[src/rtl/hazard_ctrl.sv]
// hazard_ctrl: pipeline hazard controller for the 5-stage LEGv8 core.
//
// A shadow pipeline (EX/MEM/WB) tracks the destination registers of the
// instructions in flight. From it the block selects the EX operand
// forwarding sources, detects load-use hazards and handles squashing after
// a taken branch.
//
// Ports
//   clk, reset            rising-edge clock, asynchronous active-high reset
//   id_valid              ID stage holds a real instruction
//   id_rn/id_rm/id_rd     source and destination registers of the ID instr
//   id_uses_rn/_rm        ID instruction actually reads Rn / Rm
//   id_regwrite/_memread  control bits of the ID instruction
//   ex_br_taken           branch in EX resolved taken this cycle
//   fwd_a, fwd_b          EX operand select: 00 regfile, 01 MEM, 10 WB
//   stall_if_id           hold PC and IF/ID
//   bubble_ex             load a NOP into ID/EX
//   flush                 clear IF/ID, squash the ID instruction
//   stall_cnt, flush_cnt  saturating event counters
//
// state | meaning
// ------+------------------------------------------------------------
// RUN   | normal issue; load-use and taken branches are detected here
// STALL | one-cycle load-use bubble; the load has moved on to MEM
// FLUSH | remaining wrong-path squash cycles after a taken branch
module hazard_ctrl #(
    parameter int FLUSH_CYCLES = 1,
    parameter int CNT_W        = 16
) (
    input  logic             clk,
    input  logic             reset,
    input  logic             id_valid,
    input  logic [4:0]       id_rn,
    input  logic [4:0]       id_rm,
    input  logic [4:0]       id_rd,
    input  logic             id_uses_rn,
    input  logic             id_uses_rm,
    input  logic             id_regwrite,
    input  logic             id_memread,
    input  logic             ex_br_taken,
    output logic [1:0]       fwd_a,
    output logic [1:0]       fwd_b,
    output logic             stall_if_id,
    output logic             bubble_ex,
    output logic             flush,
    output logic [CNT_W-1:0] stall_cnt,
    output logic [CNT_W-1:0] flush_cnt
);

    typedef enum logic [1:0] {RUN, STALL, FLUSH} state_t;

    state_t     state;
    logic [1:0] flush_ctr;

    // EX keeps the full source information for forwarding; MEM and WB only
    // need what a later stage can match against.
    logic       ex_valid, ex_uses_rn, ex_uses_rm, ex_regwrite, ex_memread;
    logic [4:0] ex_rn, ex_rm, ex_rd;
    logic       mem_valid, mem_regwrite;
    logic [4:0] mem_rd;
    logic       wb_valid, wb_regwrite;
    logic [4:0] wb_rd;

    logic load_use;
    logic br_evt;

    // X31 reads as XZR, so a write to it never produces a value to forward.
    function automatic logic match(input logic [4:0] src, input logic vld,
                                   input logic rw, input logic [4:0] rd);
        return vld & rw & (rd == src) & (src != 5'd31);
    endfunction

    always_comb begin
        load_use = (state == RUN) & id_valid & ex_memread &
                   ((id_uses_rn & match(id_rn, ex_valid, ex_regwrite, ex_rd)) |
                    (id_uses_rm & match(id_rm, ex_valid, ex_regwrite, ex_rd)));
        // EX holds a bubble during FLUSH, so a branch indication there is stale.
        br_evt = ex_br_taken & (state != FLUSH);
    end

    // Outputs are gated by reset so they drop to zero as soon as it asserts,
    // even while ex_br_taken or the id_* inputs are still active.
    always_comb begin
        stall_if_id = 1'b0;
        bubble_ex   = 1'b0;
        flush       = 1'b0;
        fwd_a       = 2'b00;
        fwd_b       = 2'b00;
        if (!reset) begin
            if (br_evt || state == FLUSH) begin
                flush     = 1'b1;
                bubble_ex = 1'b1;
            end else if (load_use) begin
                stall_if_id = 1'b1;
                bubble_ex   = 1'b1;
            end
            if (ex_valid && ex_uses_rn) begin
                if (match(ex_rn, mem_valid, mem_regwrite, mem_rd))
                    fwd_a = 2'b01;
                else if (match(ex_rn, wb_valid, wb_regwrite, wb_rd))
                    fwd_a = 2'b10;
            end
            if (ex_valid && ex_uses_rm) begin
                if (match(ex_rm, mem_valid, mem_regwrite, mem_rd))
                    fwd_b = 2'b01;
                else if (match(ex_rm, wb_valid, wb_regwrite, wb_rd))
                    fwd_b = 2'b10;
            end
        end
    end

    always_ff @(posedge clk or posedge reset) begin
        if (reset) begin
            state     <= RUN;
            flush_ctr <= 2'd0;
            stall_cnt <= '0;
            flush_cnt <= '0;
        end else begin
            case (state)
                RUN, STALL: begin
                    if (br_evt) begin
                        if (FLUSH_CYCLES > 1) begin
                            state     <= FLUSH;
                            flush_ctr <= 2'(FLUSH_CYCLES - 1);
                        end else begin
                            state <= RUN;
                        end
                    end else if (load_use) begin
                        state <= STALL;
                    end else begin
                        state <= RUN;
                    end
                end
                FLUSH: begin
                    flush_ctr <= flush_ctr - 2'd1;
                    if (flush_ctr <= 2'd1)
                        state <= RUN;
                end
                default: state <= RUN;
            endcase

            if (stall_if_id && stall_cnt != '1)
                stall_cnt <= stall_cnt + 1'b1;
            if (br_evt && flush_cnt != '1)
                flush_cnt <= flush_cnt + 1'b1;
        end
    end

    always_ff @(posedge clk or posedge reset) begin
        if (reset) begin
            ex_valid     <= 1'b0;
            ex_uses_rn   <= 1'b0;
            ex_uses_rm   <= 1'b0;
            ex_regwrite  <= 1'b0;
            ex_memread   <= 1'b0;
            ex_rn        <= 5'd0;
            ex_rm        <= 5'd0;
            ex_rd        <= 5'd0;
            mem_valid    <= 1'b0;
            mem_regwrite <= 1'b0;
            mem_rd       <= 5'd0;
            wb_valid     <= 1'b0;
            wb_regwrite  <= 1'b0;
            wb_rd        <= 5'd0;
        end else begin
            wb_valid     <= mem_valid;
            wb_regwrite  <= mem_regwrite;
            wb_rd        <= mem_rd;
            mem_valid    <= ex_valid;
            mem_regwrite <= ex_regwrite;
            mem_rd       <= ex_rd;
            if (bubble_ex || !id_valid) begin
                ex_valid    <= 1'b0;
                ex_uses_rn  <= 1'b0;
                ex_uses_rm  <= 1'b0;
                ex_regwrite <= 1'b0;
                ex_memread  <= 1'b0;
                ex_rn       <= 5'd0;
                ex_rm       <= 5'd0;
                ex_rd       <= 5'd0;
            end else begin
                ex_valid    <= 1'b1;
                ex_uses_rn  <= id_uses_rn;
                ex_uses_rm  <= id_uses_rm;
                ex_regwrite <= id_regwrite;
                ex_memread  <= id_memread;
                ex_rn       <= id_rn;
                ex_rm       <= id_rm;
                ex_rd       <= id_rd;
            end
        end
    end

endmodule

[config.mk]
export PLATFORM = sky130hd
export DESIGN_NAME = hazard_ctrl
export DESIGN_NICKNAME = d
export VERILOG_FILES = /design/src/rtl/hazard_ctrl.sv
export SDC_FILE = /design/constraint.sdc
export NUM_CORES = 1
export LEC_CHECK = 0
export CORE_AREA = 2 2 97 71
export DETAILED_ROUTE_END_ITERATION = 12
export DIE_AREA = 0 0 99 73
export PLACE_DENSITY = 0.77
export SLEW_MARGIN = 15
export SYNTH_ARGS = -nofsm -noshare
export SYNTH_HDL_FRONTEND = slang
export SYNTH_SLANG_ARGS = --single-unit
[constraint.sdc]
create_clock -name clk -period 5.3 [get_ports clk]
set_clock_uncertainty 0.15 [all_clocks]
set_input_delay 1.59 -clock clk [delete_from_list [all_inputs] [get_ports clk]]
set_output_delay 1.59 -clock clk [all_outputs]
set_load 0.01 [all_outputs]
# == Word level (Yosys, flattened, before mapping) ==
# Cells that the tools add are included.
# word_totals
regBits,70
input_bits,23
out_inout_bits,39
wordCells,96
# classes
n_addsub,3
n_lt_le_gt_ge,1
reduce_logical,9
bitwise,22
n_eq_ne,16
mux,27
# op_table
cell,n
$add 16x1->16 const B,2
$ne 16x16->1 const B,2
$eq 5x5->1,6
$and 1x1->1,21
$ne 5x5->1 const B,4
$mux 2,9
$mux 5,3
$mux 1,14
$logic_and 1x1->1,4
$pmux 2 s2,1
$eq 2x1->1 const B,1
$eq 2x2->1 const B,1
$le 2x1->1 const B,1
$logic_not 2->1,1
$logic_or 1x1->1,2
$ne 2x1->1 const B,1
$ne 2x2->1 const B,1
$reduce_or 2->1,1
$sub 2x1->2 const B,1
$logic_not 1->1,1
$or 1x1->1,1

# == Depth between registers and ports, before layout ==
# depth
ltp_word,11
depth_mapped,7
depth_no_buf,6

# == Least setup slack after synthesis ==
# No wires, ideal clock.
# synth_timing
path_kind,input -> output
start,in reset
end,out bubble_ex
setup_slack_ns,0.262
n_path_buf,0
path_stages,2
t_arrival_ns,3.298
required_time_ns,3.560
path_cell_list,inv_1 -> o21a_1
# synth_via
elab_chain_cells,1
# synth_lines
item,line_no,rtl
start: declaration,31,"input logic reset,"
$mux 1,89,if (!reset) begin
end: declaration,44,"output logic bubble_ex,"
# No other way between the ends.

# == Worst setup path after layout ==
# layout_timing
start,in id_rm[3]
end,out stall_if_id
# layout_via
elab_chain_cells,9
elab_cells_between_ends,10
classes_between,eq/ne (2); mux (3); bitwise (5)
# layout_lines
item,line_no,rtl
start: declaration,34,"input logic [4:0] id_rm,"
$eq 5x5->1,70,return vld & rw & (rd == src) & (src != 5'd31);
$and 1x1->1,70,
$and 1x1->1 *,70,
$and 1x1->1 *,76,"(id_uses_rm & match(id_rm, ex_valid, ex_regwrite, ex_rd)));"
$or 1x1->1 *,75,"((id_uses_rn & match(id_rn, ex_valid, ex_regwrite, ex_rd)) |"
$and 1x1->1 *,74,load_use = (state == RUN) & id_valid & ex_memread &
$mux 1 *,93,end else if (load_use) begin
$mux 1 *,90,if (br_evt || state == FLUSH) begin
$mux 1 *,89,
end: declaration,43,"output logic stall_if_id,"
# Mark *: on every way between the ends. The rest lies on a longest branch, timed or not.

==> summary.md <==
| Metric | Value |
|---|---|
| Die height | `~73 microns` |
| Clock sink total | `67` |
| P_sw | `0.316 mW` |
| Largest net degree at the start of global routing | `68` |
| Post-DP HPWL | `around 4.7 mm` |
| Count of final setup violators | `0` |
| DRT Pass-1 Iters | `4` |
| Most frequent cells in the layout | `dfrtp_1, clkdlybuf4s50_1, xnor2_1` |
| Slowest CP cell | `clkdlybuf4s50_1` |
| Post-synth EDFFs | `0` |
| Lkg Pwr | `about 1.8 nW` |
| Top cell by count, worst path | `clkdlybuf4s50_1` |
| R2r setup slk | `about 3 ns` |
| Hold Vio Cnt, Final | `0` |
| Sw Ratio | `0.268` |
| Post-route ant nets | `0` |
| Max Fanout on Critical Path | `3` |
| Hold-fix buffers, CTS | `0` |
| Max-slew headroom | `0.462` |
| Critical Path AT | `3.41 ns` |
| Antenna cell count | `0` |
| Vias in the first global route | `between 2k and 2.5k` |
| DRC Markers | `0` |
| Top-area cell type share of the netlist area | `0.542` |
| #FFs+latches synth | `67` |
| Final WL | `~6.5 mm` |
| Worst min path class | `register to register` |
| Synthesized area per cell | `11.1 sq um` |
| Synth warn | `0` |
| Tot Pwr | `between 1 and 1.5 mW` |
| Tot GR Track Use | `0.193` |
| Setup Buffers After CTS | `0` |
| Slowest stage delay, CP | `around 0.54 ns` |
| Final nets | `375` |
| CP required | `3.56 ns` |
| Average vias per placed instance | `5.29` |
| CTS Root Cell | `clkbuf_8` |
| Fmax | `194 MHz` |
| Worst VDD drop | `0.000155 V` |
| Final Cycle Share | `0.972` |
| Placer Congestion | `0.871` |
| CTS clk-pin slew, worst paths | `around 0.070 ns` |
| DRT iter0 DRCs | `80` |
| Sequential power share | `0.508` |
| Sequential area share after synthesis | `0.542` |
| Filler cell count | `between 500 and 600` |
| P per Cell Area | `294 nW/um^2` |
| First-pass GRT wire length | `~11 mm` |
| Synth area leader | `dfrtp_1` |
| Max cap viols | `0` |
| Latest clock arrival within the worst-skew pair | `~0.34 ns` |
| Clock Tree Buf Depth | `2` |
| CTS tree | `yes` |
| Layout cell share with drive strength beyond 1 | `0.0960` |
| Element type at the critical path start | `input port` |
| Initial antenna violation count | `0` |
| CP cell instances | `clkdlybuf4s50_1 > and4_1 > o21ai_2 > and4bb_2 > nor2_2 > nor2_1 > clkdlybuf4s50_1` |
| Max-slew violations | `0` |
| Logic pwr share | `0.156` |
| Fin util | `0.626` |
| Setup repair after global routing missed its margin | `no` |
| Grt ovf | `0` |
| CTS buffer count | `9` |
| Main synth FF type | `dfrtp_1` |
| Outcome | `finished clean` |
| Ys async rst share | `1.00` |
| Critical Path End Type | `primary output` |
| Core box area | `6410 sq um` |
| Mapped Nets | `303` |
| Wire per inst | `14.9 microns` |
| Most common cell after layout, fill and taps aside | `dfrtp_1` |
| Total number of vias | `around 2.3k` |
| Area Growth Syn to Fin | `29.9%` |
| Pint | `about 0.86 mW` |
| Depth of the CTS H-tree | `3` |
| # rows | `25` |
| Period minus WS final | `slightly above 5 ns` |
| Initial Utilization | `0.482` |
| Worst slew pin tran | `~0.8 ns` |
| IO Pins | `62` |
| Setup TNS | `0 ns` |
| Critical path class | `input port to primary output` |
| Mapped cell area | `3090 sq um` |
| Synth Instances | `278` |
| Synth cell types | `37` |
| Die ar. | `around 7200 sq um` |
| Port buffer count | `61` |
| Synth area leaders | `dfrtp_1, xnor2_1, xor2_1` |
| Clock power frac | `0.336` |
| Die W | `roughly 99 microns` |
per-layer routing:
layer	part of all wire	wire (microns)	GRT usage
met3	0.048	310	0.0575
met5	0	0	0
met2	0.44	2820	0.287
met1	0.50	3260	0.277
met4	0.011	70	0.0578
what timing repair did:
action,in CTS,in global routing
hold endpoints to repair,0,0
pin swaps,0,1
setup endpoints to repair,1,1
resized for setup,2,4
registers in the layout (all words and copies together) (netlist names):
register,flops
mem_rd,5
ex_rd,5
ex_uses_rn,1
ex_regwrite,1
wb_valid,1
state,1
stall_cnt,16
ex_uses_rm,1
wb_regwrite,1
wb_rd,5
ex_memread,1
flush_cnt,16
mem_valid,1
mem_regwrite,1
ex_rn,5
ex_rm,5
ex_valid,1
final timing paths:
check                                        from                        to  cells past startpoint
max                                      id_rm[3]               stall_if_id                      7
max in group asynchronous                   reset  flush_cnt[1]$_DFFE_PP0P_                      4
min                        mem_regwrite$_DFF_PP0_     wb_regwrite$_DFF_PP0_                      0
min in group asynchronous                   reset       mem_rd[2]$_DFF_PP0_                      4
max reg2reg                    ex_rd[2]$_DFF_PP0_  stall_cnt[1]$_DFFE_PP0P_                      6
min reg2reg                mem_regwrite$_DFF_PP0_     wb_regwrite$_DFF_PP0_                      0
logic make-up after synthesis:
| group | synth area share |
|---|---|
| XOR/XNOR | 0.156 |
| flip-flops | 0.542 |
| AO/OA/AOI/OAI | 0.0267 |
| adder cells (fa/ha/maj) | 0.00809 |
| AND/OR/NAND/NOR | 0.243 |
| buffers and inverters | 0.0101 |
| multiplexers | 0.0146 |
per-stage QoR:
step	hold WS (ns)	cell area [sq um]	setup slack, ns	std cells
after floorplan	0.204	3090	0.262	278
after global placement	0.207	3810	0.0102	420
after detailed placement	0.211	3810	-0.0462	420
after CTS	0.224	4000	0.0366	435
after global routing	0.231	4020	0.0355	435
final	0.221	4020	0.148	435
synth_stat cells (all sizes together) (8+ instances only):
cell type  instances
dfrtp             67
xnor2             32
nand3             24
xor2              23
and2              21
nand2             20
nor2              17
nand4             11
and3              10
nor3               9
nor4               8
power by group through the flow:
stage               combinational [mW]  sequential (mW)  clock [mW]
global route                     0.204            0.607       0.430
global placement                 0.180            0.606           0
finish                           0.184            0.599       0.396
detailed placement               0.185            0.609           0
CTS                              0.187            0.599       0.405
floorplan                       0.0830            0.610           0
worst max-delay path: cells and delay by family:
kind	cells	cell delay, ns
AO/OA/AOI/OAI	1	0.17
buffers and inverters	2	0.99
AND/OR/NAND/NOR	4	0.66
final cells by class:
class	instances	area, sq um	area share
clock buffers	9	124	0.0308
clock inverters	6	57.6	0.0143
inverters	4	15.0	0.00374
multi-input cells	204	1410	0.350
flip-flops and latches	67	1680	0.417
well taps	81	101	0.0252
repair buffers	64	636	0.158
No activity file was read; power rests on OpenSTA's default activity.
